File: config.mk
export PLATFORM = sky130hd
export DESIGN_NAME = hamming_secded_codec_flat
export DESIGN_NICKNAME = d
export VERILOG_FILES = /design/src/rtl/hamming_pkg.sv /design/src/rtl/hamming_secded_codec_if.sv /design/src/rtl/hamming_syndrome.sv /design/src/rtl/hamming_secded_codec.sv /design/src/flat_wrapper.sv
export SDC_FILE = /design/constraint.sdc
export NUM_CORES = 1
export LEC_CHECK = 0
export ABC_CLOCK_PERIOD_IN_PS = 2200
export CORE_MARGIN = 2
export CORE_UTILIZATION = 31
export CTS_CLUSTER_DIAMETER = 200
export DETAILED_ROUTE_END_ITERATION = 8
export PLACE_DENSITY_LB_ADDON = 0.3
export SYNTH_ARGS = -nofsm -noshare
export SYNTH_HDL_FRONTEND = slang
export SYNTH_SLANG_ARGS = --single-unit
File: constraint.sdc
create_clock -name clk -period 2.2 [get_ports clk]
set_input_delay 0.33 -clock clk [delete_from_list [all_inputs] [get_ports clk]]
set_output_delay 0.33 -clock clk [all_outputs]
set_load 0.02 [all_outputs]
File: src/rtl/hamming_pkg.sv
// Shared constants, status encoding and codeword-layout helpers for the SECDED codec.
package hamming_pkg;
  localparam logic kENC = 1'b0;
  localparam logic kDEC = 1'b1;

  typedef enum logic [1:0] {
    kOK   = 2'b00,
    kCORR = 2'b01,
    kDBL  = 2'b10
  } status_e;

  function automatic int calc_r(input int data_w);
    int r;
    r = 1;
    while ((1 << r) < data_w + r + 1) r++;
    return r;
  endfunction

  function automatic bit is_pow2(input int i);
    return (i != 0) && ((i & (i - 1)) == 0);
  endfunction

  // Codeword position of data bit j: non-power-of-two slots from 3 upward.
  function automatic int data_pos(input int j);
    int pos;
    int cnt;
    pos = 0;
    cnt = 0;
    for (int p = 3; p < 1024; p++) begin
      if (!is_pow2(p)) begin
        if (cnt == j && pos == 0) pos = p;
        cnt++;
      end
    end
    return pos;
  endfunction
endpackage

File: src/rtl/hamming_secded_codec_if.sv
// Input/output handshake bundle of the SECDED codec.
interface hamming_secded_codec_if #(
  parameter int DATA_W = 11,
  parameter int CODE_W = 16,
  parameter int R      = 4
);
  logic              in_valid;
  logic              in_ready;
  logic              in_mode;
  logic [CODE_W-1:0] in_word;
  logic              out_valid;
  logic              out_ready;
  logic              out_mode;
  logic [CODE_W-1:0] out_code;
  logic [DATA_W-1:0] out_data;
  logic [R-1:0]      out_syndrome;
  logic [1:0]        out_status;

  modport master (
    output in_valid, in_mode, in_word, out_ready,
    input  in_ready, out_valid, out_mode, out_code, out_data, out_syndrome, out_status
  );

  modport slave (
    input  in_valid, in_mode, in_word, out_ready,
    output in_ready, out_valid, out_mode, out_code, out_data, out_syndrome, out_status
  );
endinterface

File: src/rtl/hamming_syndrome.sv
// Combinational syndrome (XOR of set-bit indices) and overall parity of a codeword.
module hamming_syndrome #(
  parameter int CODE_W = 16,
  parameter int R      = 4
) (
  input  logic [CODE_W-1:0] word,
  output logic [R-1:0]      syn,
  output logic              par
);
  always_comb begin
    syn = '0;
    for (int i = 1; i < CODE_W; i++) begin
      if (word[i]) syn = syn ^ R'(i);
    end
    par = ^word;
  end
endmodule

File: src/rtl/hamming_secded_codec.sv
// Two-stage SECDED encode/decode pipeline with valid/ready flow control and
// saturating corrected/uncorrectable event counters.
module hamming_secded_codec
  import hamming_pkg::*;
#(
  parameter int DATA_W = 11,
  parameter int CNT_W  = 16
) (
  input  logic                 clk,
  input  logic                 rst_n,
  hamming_secded_codec_if.slave bus,
  input  logic                 cnt_clear,
  output logic [CNT_W-1:0]     cnt_corr,
  output logic [CNT_W-1:0]     cnt_dbl
);
  localparam int R      = calc_r(DATA_W);
  localparam int CODE_W = DATA_W + R + 1;
  localparam logic [R:0] kCodeLim = (R + 1)'(CODE_W);

  logic [CODE_W-1:0] placed, s1_in;
  logic [R-1:0]      syn_in;
  logic              par_in;

  logic              s1_valid, s1_mode, s1_par;
  logic [CODE_W-1:0] s1_word;
  logic [R-1:0]      s1_syn;

  logic              s1_load, s2_load;
  logic [CODE_W-1:0] enc_fill, flip, code_n;
  logic [DATA_W-1:0] data_n;
  logic [R-1:0]      syn_n;
  status_e           dec_status, status_n;

  assign s2_load      = !bus.out_valid || bus.out_ready;
  assign s1_load      = !s1_valid || s2_load;
  assign bus.in_ready = s1_load;

  // Parity slots are zero in the encode word so the syndrome directly yields p1..pR.
  for (genvar i = 0; i < CODE_W; i++) begin : g_slot
    if (i == 0) begin : g_p0
      assign placed[i]   = 1'b0;
      assign enc_fill[i] = s1_par ^ (^s1_syn);
    end else if (is_pow2(i)) begin : g_pk
      assign placed[i]   = 1'b0;
      assign enc_fill[i] = s1_syn[$clog2(i)];
    end else begin : g_d
      assign enc_fill[i] = 1'b0;
    end
    assign flip[i] = s1_par && (s1_syn == R'(i));
  end

  for (genvar j = 0; j < DATA_W; j++) begin : g_data
    localparam int P = data_pos(j);
    assign placed[P] = bus.in_word[j];
    assign data_n[j] = code_n[P];
  end

  assign s1_in = (bus.in_mode == kENC) ? placed : bus.in_word;

  hamming_syndrome #(.CODE_W(CODE_W), .R(R)) u_syn (
    .word (s1_in),
    .syn  (syn_in),
    .par  (par_in)
  );

  always_ff @(posedge clk or negedge rst_n) begin
    if (!rst_n) begin
      s1_valid <= 1'b0;
      s1_mode  <= 1'b0;
      s1_word  <= '0;
      s1_syn   <= '0;
      s1_par   <= 1'b0;
    end else if (s1_load) begin
      s1_valid <= bus.in_valid;
      if (bus.in_valid) begin
        s1_mode <= bus.in_mode;
        s1_word <= s1_in;
        s1_syn  <= syn_in;
        s1_par  <= par_in;
      end
    end
  end

  // Any syndrome outside the codeword matches no flip bit, so dbl words pass untouched.
  always_comb begin
    dec_status = kOK;
    if (s1_par) begin
      dec_status = ({1'b0, s1_syn} < kCodeLim) ? kCORR : kDBL;
    end else if (s1_syn != '0) begin
      dec_status = kDBL;
    end
    if (s1_mode == kENC) begin
      code_n   = s1_word | enc_fill;
      syn_n    = '0;
      status_n = kOK;
    end else begin
      code_n   = s1_word ^ flip;
      syn_n    = s1_syn;
      status_n = dec_status;
    end
  end

  always_ff @(posedge clk or negedge rst_n) begin
    if (!rst_n) begin
      bus.out_valid    <= 1'b0;
      bus.out_mode     <= 1'b0;
      bus.out_code     <= '0;
      bus.out_data     <= '0;
      bus.out_syndrome <= '0;
      bus.out_status   <= '0;
    end else if (s2_load) begin
      bus.out_valid <= s1_valid;
      if (s1_valid) begin
        bus.out_mode     <= s1_mode;
        bus.out_code     <= code_n;
        bus.out_data     <= data_n;
        bus.out_syndrome <= syn_n;
        bus.out_status   <= status_n;
      end
    end
  end

  always_ff @(posedge clk or negedge rst_n) begin
    if (!rst_n) begin
      cnt_corr <= '0;
      cnt_dbl  <= '0;
    end else if (cnt_clear) begin
      cnt_corr <= '0;
      cnt_dbl  <= '0;
    end else if (bus.out_valid && bus.out_ready) begin
      if (bus.out_status == kCORR && cnt_corr != '1) cnt_corr <= cnt_corr + 1'b1;
      if (bus.out_status == kDBL  && cnt_dbl  != '1) cnt_dbl  <= cnt_dbl + 1'b1;
    end
  end
endmodule

File: src/flat_wrapper.sv
// flat-port wrapper written by rule: the top's interface ports become plain ports
module hamming_secded_codec_flat import hamming_pkg::*;
#(
  parameter int DATA_W = 11,
  parameter int CNT_W  = 16
)
  (clk, rst_n, cnt_clear, cnt_corr, cnt_dbl, bus_in_valid, bus_in_mode, bus_in_word, bus_out_ready, bus_in_ready, bus_out_valid, bus_out_mode, bus_out_code, bus_out_data, bus_out_syndrome, bus_out_status);
  hamming_secded_codec_if #(.DATA_W(DATA_W), .CODE_W(16), .R(4)) bus_i ();
  input  logic clk;
  input  logic rst_n;
  input  logic cnt_clear;
  output logic [CNT_W-1:0] cnt_corr;
  output logic [CNT_W-1:0] cnt_dbl;
  input wire logic [$bits(bus_i.in_valid)-1:0] bus_in_valid;
  input wire logic [$bits(bus_i.in_mode)-1:0] bus_in_mode;
  input wire logic [$bits(bus_i.in_word)-1:0] bus_in_word;
  input wire logic [$bits(bus_i.out_ready)-1:0] bus_out_ready;
  output wire logic [$bits(bus_i.in_ready)-1:0] bus_in_ready;
  output wire logic [$bits(bus_i.out_valid)-1:0] bus_out_valid;
  output wire logic [$bits(bus_i.out_mode)-1:0] bus_out_mode;
  output wire logic [$bits(bus_i.out_code)-1:0] bus_out_code;
  output wire logic [$bits(bus_i.out_data)-1:0] bus_out_data;
  output wire logic [$bits(bus_i.out_syndrome)-1:0] bus_out_syndrome;
  output wire logic [$bits(bus_i.out_status)-1:0] bus_out_status;
  assign bus_i.in_valid = bus_in_valid;
  assign bus_i.in_mode = bus_in_mode;
  assign bus_i.in_word = bus_in_word;
  assign bus_i.out_ready = bus_out_ready;
  assign bus_in_ready = bus_i.in_ready;
  assign bus_out_valid = bus_i.out_valid;
  assign bus_out_mode = bus_i.out_mode;
  assign bus_out_code = bus_i.out_code;
  assign bus_out_data = bus_i.out_data;
  assign bus_out_syndrome = bus_i.out_syndrome;
  assign bus_out_status = bus_i.out_status;
  hamming_secded_codec #(.DATA_W(DATA_W), .CNT_W(CNT_W)) u_core (.clk(clk), .rst_n(rst_n), .bus(bus_i), .cnt_clear(cnt_clear), .cnt_corr(cnt_corr), .cnt_dbl(cnt_dbl));
endmodule
# Yosys cells after proc, flatten, opt, wreduce, memory -nomap -nowiden
# Index checks and enable logic that the tools add are counted.
[totals] out_inout_bits=68 wordCells=112 in_bits=22 ramBits=0 latch_bits=0 register_bits=90 memories=0 romBits=0
[classes] n_mul=0 div=0 order_cmp=0 addsub=2 muxes=27 reduce_logical=34 n_eq_ne=19 bitwise=17 shifts=0
[ops] operator="16-bit 2-to-1 mux" n=8
[ops] operator="4-bit 2-to-1 mux" n=9
[ops] operator="16-bit by 1-bit adder with 16-bit output, second input constant" n=2
[ops] operator="4-bit equality test, second input constant" n=8
[ops] operator="16-bit != test, second input constant" n=2
[ops] operator="1-bit logical AND" n=19
[ops] operator="4-bit by 3-bit equality test with 1-bit output, second input constant" n=4
[ops] operator="16-bit by 9-bit OR with 16-bit output" n=1
[ops] operator="16-bit XOR reduction" n=1
[ops] operator="16-bit XOR" n=1
[ops] operator="3-bit 2-to-1 mux" n=4
[ops] operator="2-bit NOT" n=6
[ops] operator="3-bit NOT" n=4
[ops] operator="2-bit 2-to-1 mux" n=5
[ops] operator="4-bit by 2-bit equality test with 1-bit output, second input constant" n=2
[ops] operator="2-bit AND reduction" n=4
[ops] operator="2-bit nonzero test" n=3
[ops] operator="4-bit by 1-bit equality test with 1-bit output, second input constant" n=1
[ops] operator="4-bit logical NOT" n=1
[ops] operator="4-bit NOT" n=1
[ops] operator="4-bit nonzero test" n=1
[ops] operator="4-bit XOR reduction" n=1
[ops] operator="1-bit NOT, first input constant" n=3
[ops] operator="2-bit by 1-bit equality test with 1-bit output, second input constant" n=1
[ops] operator="other kinds (5)" n=7

# Depth between registers and ports, before layout
[logic_depth] depth_word=27 ltp_mapped=8 depth_no_buf=7

# By module
# Synthesis repeated with hierarchy kept, for this count alone.
[unflattened] hier_cells=446 hier_area_um2=4570.6
[modules_own_cells] module="hamming_secded_codec" seq_area_each_um2=1976.9 cells_each=419 instances=1 area_each_um2=4319.1
[modules_own_cells] module="hamming_syndrome" seq_area_each_um2=0.0 cells_each=27 instances=1 area_each_um2=251.5

# Worst setup path before layout
# OpenSTA, ideal clock, no wires.
[synth_timing] kind="register to register" start="register u_core.cnt_corr[5]" end="register u_core.cnt_corr[14]" setup_ns=0.132 required_ns=2.068 n_path_buf=0 t_arrival_ns=1.767 stages_incl_launch_ff=7 synth_period_minus_slack_ns=1.899 slack_ns=0.301 path_cell_list="dfrtp_1 > and4_1 > and3_4 > nand3_2 > or4b_1 > xor2_1 > nor2_1"
[synth_via] elab_chain_cells=4 word_cells_on_any_way=8 classes_between="add/sub: 1; eq/ne: 1; mux: 3; reduce/logical: 3"
[synth_lines] item="from (decl)" line="hamming_secded_codec.sv:13" text="output logic [CNT_W-1:0] cnt_corr,"
[synth_lines] item="from (signal assigned)" line="hamming_secded_codec.sv:131" text="if (bus.out_status == kCORR && cnt_corr != '1) cnt_corr <= cnt_corr + 1'b1;"
[synth_lines] item="16-bit by 1-bit adder with 16-bit output or 16-bit != test (tied branches)" line="hamming_secded_codec.sv:131"
[synth_lines] item="16-bit 2-to-1 mux or 1-bit logical AND (tied branches)" line="hamming_secded_codec.sv:131"
[synth_lines] item="16-bit 2-to-1 mux or 2-bit nonzero test (tied branches)"
[synth_lines] item="16-bit 2-to-1 mux or 2-bit AND reduction (tied branches)"
# Several ways; a longest one is shown, not always the timed one. The select of a mux whose other input is x is not followed.
# A chain may end at the register's enable or synchronous reset.

# Final worst setup path
[layout_timing] start="input port bus_out_ready" end="output port bus_in_ready"
[layout_via] elab_chain_cells=2
[layout_lines] item="from (decl)" line="flat_wrapper.sv:17" text="input wire logic [$bits(bus_i.out_ready)-1:0] bus_out_ready;"
[layout_lines] item="1-bit logical OR" line="hamming_secded_codec.sv:34" text="assign s2_load = !bus.out_valid || bus.out_ready;"
[layout_lines] item="1-bit logical OR" line="hamming_secded_codec.sv:35" text="assign s1_load = !s1_valid || s2_load;"
[layout_lines] item="to (decl)" line="flat_wrapper.sv:18" text="output wire logic [$bits(bus_i.in_ready)-1:0] bus_in_ready;"
# Every way passes these cells.

==> run summary <==
The clock-pin slew reported for the worst setup and hold paths after clock tree synthesis is 0.06 ns. The number of buffers between clock root and the deepest sink is 2. The total number of vias came out at around 3.4k.

Setup repair after global routing left no endpoint under its margin. The count of endpoints failing setup in the final report is 0. The floorplan has 43 rows. The weighted congestion at the end of routability-driven global placement came out at 0.8581. The number of vias per cell is roughly 4.7. The violation count after the first detailed-routing iteration came out at 261. The number of synthesized register bits is 79. The simple-gate share of the synthesized area is 19.04%. Combinational cells account for 29.6% of the total power. The pin count of the biggest net entering global routing came out at 80. The critical path in this run is classified as input pin to output port. The source-to-sink clock delay at the later pin of the worst-skew pair is 0.33 ns. Traced cell by cell, the critical path runs through clkdlybuf4s50_1 -> nand3b_1 -> clkdlybuf4s50_1. The largest incremental delay on the critical path is between 0.6 and 0.7 ns.

The number of remaining DRC errors came out at 0. In this run the tightest slew margin relative to its limit is 63.62%. On the final layout, the worst clock skew is 0.008579 ns. The post-CTS setup buffer count is 0. The fraction of synthesized area in multiplexers is under 10%. The area of all sequential standard cells is 1977 um^2. Global routing used between 20 and 25% of the available met2 tracks. After global routing the overflow that remains totals 0. The floorplan step defined a die boundary enclosing approximately 15,000 um^2. The post-route fraction of the period consumed by the critical path is 90.10%. For this run, the detailed router's first-pass iteration total came to 4. Measured along the y axis, the die boundary spans 122.6 um.

STA classifies the critical path endpoint as an output port. The most used flip-flop cell after synthesis is sky130_fd_sc_hd__dfrtp_1. By count the netlist is led by sky130_fd_sc_hd__nand2_1, sky130_fd_sc_hd__dfrtp_1, sky130_fd_sc_hd__o21ai_0.

In this run the number of H-tree levels came out at 3. Along the worst path, the maximum fanout reaches 4. The overall routed net length came out at 9787 um. The clock tree from TritonCTS is built.

The fraction of layout cells with a size suffix above 1 came out at ~8.4%. The fraction of synthesized cell area taken by the top area cell type is 45.36%. The detailed-placement wirelength estimate came out at 7449 um.

The area of all placed cells without fillers is 5809 um^2. The synthesized area per cell came out at approximately 9.5 um^2. The worst hold path belongs to the class input pin to asynchronous set/reset pin. The count of input and output buffers is 89. The wire length per cell after detailed routing is 13.26 um. The count of pins over their slew limit is 0. The total track usage came out at roughly 14%. The switching power total is 1.533 mW. The leakage dissipation is 2.450 nW. The met1 capacity usage during global routing is between 10% and 20%. The via count of the first global-routing pass came out at roughly 3.3k. After synthesis, flip-flops and latches occupy 45.36% of the total area. After global routing, the most crowded layer is met2. The initial utilization of the core area, before any placement, comes to 31.52%. The core utilization of the finished layout is 42.01%. The library cell occupying the most area in the post-synthesis netlist is sky130_fd_sc_hd__dfrtp_1. In the post-synthesis netlist, the cell with the most instances is sky130_fd_sc_hd__nand2_1. The die is 122.6 um wide. Sequential cells burn 38.0% of the power. The number of fillers in the final layout is ~1.3k. By area, the combinational part of the netlist is dominated by simple AND/OR/NAND/NOR gates. By area the synthesized netlist is led by sky130_fd_sc_hd__dfrtp_1, sky130_fd_sc_hd__xor2_1, sky130_fd_sc_hd__nand2_1, sky130_fd_sc_hd__xnor2_1, sky130_fd_sc_hd__o21ai_0. Power spread over the standard cell area amounts to 851.7 nW/um^2.

During synthesis, Yosys emitted a total of 0 warnings. The met3 routing resource usage after global routing came out at 2.928%. The highest attainable clock frequency is 504.5 MHz.

The register-to-register path setup slack came out at around 0.23 ns. The run finished with clean final reports. STA puts the critical path data arrival time at 1.65 ns. The hold violation count in the final report is 0. The initial antenna violation count came out at 0. The number of clock sinks is 79. During I/O placement, the number of pins put on the boundary was 90. The net count after synthesis came out at 493. The data required time of the critical path is around 1.9 ns. The compound-cell area share of the yosys netlist is 8.183%. Across the VDD grid, the largest voltage drop is approximately 0.00037 V.

In this run, synthesis inferred 0 flip-flops with an integrated enable. For this design, the slowest cell found on the critical path is sky130_fd_sc_hd__clkdlybuf4s50_1. The total standard cell area after synthesis came out at approximately 4400 um^2. The post-placement cell area is 5484 um^2. The share of flip-flops with an asynchronous set or reset is 100.0%.

In this run switching power makes up a little under a third of total power. The worst setup path is launched from an input pin. The post-synthesis share of cell area spent on xor and xnor gates is around 15%. The area growth from synthesis to layout is 33.30%. The hold-fix buffer count after cts is 0. 0 antenna diodes ended up in the layout.

The total core area came out at 13,830 um^2. In this run the clock root is driven by a sky130_fd_sc_hd__clkbuf_16. The area occupied by multi-input gates came out at about 2200 um^2. The share of power burned in the clock network came out at 32.5%.

Once the clock tree was built, the resizer swapped 0 gates to a different size. The global-route wire length before repair is 16,220 um. After technology mapping, the gate count stands at approximately 460. In this run, CTS created clock tree buffers numbering 9. The number of max-cap violations is 0. At the end of the flow, the number of nets in the layout was 585. The remaining antenna violation count came out at 0. Counting stages on the worst path, the most repeated cell is sky130_fd_sc_hd__clkdlybuf4s50_1. The internal power summed over all cells came out at 3.415 mW. The post-synthesis share of cell area spent on full adders, half adders and majority gates came out at under 10%. The post-route minimum period came out at 1.982 ns. The number of distinct library cells after synthesis is 42. The slew at the pin closest to its max-slew limit is between 0.5 and 0.6 ns.
-- layout by cell type (no fill, tap or decap), types with 10 or more instances in the layout --
| master | synthesis | routed |
|---|---|---|
| sky130_fd_sc_hd__buf_4 | 12 | 23 |
| sky130_fd_sc_hd__dfrtp_1 | 79 | 79 |
| sky130_fd_sc_hd__nor2_1 | 32 | 32 |
| sky130_fd_sc_hd__xor2_1 | 39 | 39 |
| sky130_fd_sc_hd__nand4_1 | 11 | 11 |
| sky130_fd_sc_hd__xnor2_1 | 30 | 30 |
| sky130_fd_sc_hd__and3_1 | 11 | 11 |
| sky130_fd_sc_hd__nand2_1 | 84 | 84 |
| sky130_fd_sc_hd__mux2i_1 | 16 | 16 |
| sky130_fd_sc_hd__ha_1 | 10 | 10 |
| sky130_fd_sc_hd__nand3_1 | 13 | 13 |
| sky130_fd_sc_hd__o21ai_0 | 49 | 49 |
| sky130_fd_sc_hd__clkdlybuf4s50_1 | 0 | 88 |
-- routing by layer --
layer	vias up	share of wire (%)
met5	-	0
met4	0	1.5
met3	12	3.8
met2	72	48
met1	1622	47
li1	1738	-
-- final cells by class --
type | instances | area share [%]
clock buffers | 13 | 4.480
clock inverters | 3 | 1.120
inverters | 7 | 0.4523
multi-input cells | 344 | 37.56
flip-flops and latches | 79 | 34.03
well taps | 180 | 3.877
repair buffers | 112 | 18.48
-- state kept, by name, summed over array words and instances, names as in the netlist --
signal                   cells
u_core.cnt_dbl              16
u_core.cnt_corr             16
u_core.s1_word              16
u_core.s1_valid              1
u_core.bus.out_valid         1
u_core.s1_mode               1
u_core.bus.out_syndrome      4
u_core.bus.out_mode          1
u_core.bus.out_data         10
u_core.s1_par                1
u_core.bus.out_code          6
u_core.s1_syn                4
u_core.bus.out_status        2
-- cells by family (layout without fill, tap and decap cells) --
group	Yosys count	in the layout
and+or+nand+nor	177	177
muxes	21	21
DFF	79	79
buffers and inverters	38	135
AOI/OAI and AO/OA	65	65
adders and majority gates	10	10
xor gates and xnor gates	71	71
-- per-stage QoR --
step / setup slack (ns) / setup TNS (ns) / cells / power [mW] / hold slack [ns]
2_1_floorplan: 0.3009 / 0 / 461 / 2.798 / 0.03441
3_3_place_gp: 0.05852 / 0 / 722 / 3.376 / 0.3902
3_5_place_dp: -0.01300 / -0.01300 / 722 / 3.397 / 0.3935
4_1_cts: 0.2270 / 0 / 738 / 5.026 / 0.03312
5_1_grt: 0.02142 / 0 / 738 / 5.239 / 0.04056
6_report: 0.2178 / 0 / 738 / 4.948 / 0.002649
-- power groups by stage --
stage	Combinational [mW]	Sequential [mW]	Clock [mW]
6_report	1.46	1.88	1.61
5_1_grt	1.60	1.92	1.71
4_1_cts	1.49	1.89	1.65
3_5_place_dp	1.48	1.91	0
3_3_place_gp	1.47	1.90	0
2_1_floorplan	0.810	1.99	0
-- final timing paths --
kind | start | end | cells past startpoint
worst max-delay path | bus_out_ready | bus_in_ready | 3
worst min-delay path | rst_n | u_core.cnt_corr[3] | 2
worst max register to register | u_core.cnt_dbl[0] | u_core.cnt_dbl[6] | 8
worst min register to register | u_core.bus.out_code[2] | u_core.bus.out_code[2] | 2
max in group asynchronous | rst_n | u_core.s1_word[6] | 2
min in group clk | u_core.bus.out_code[2] | u_core.bus.out_code[2] | 2
-- worst max-delay path: cells and delay by family --
kind,cells,cell delay [ns]
buf+inv,2,1.14
simple gates,1,0.18
(Power assumes the default switching activity.)
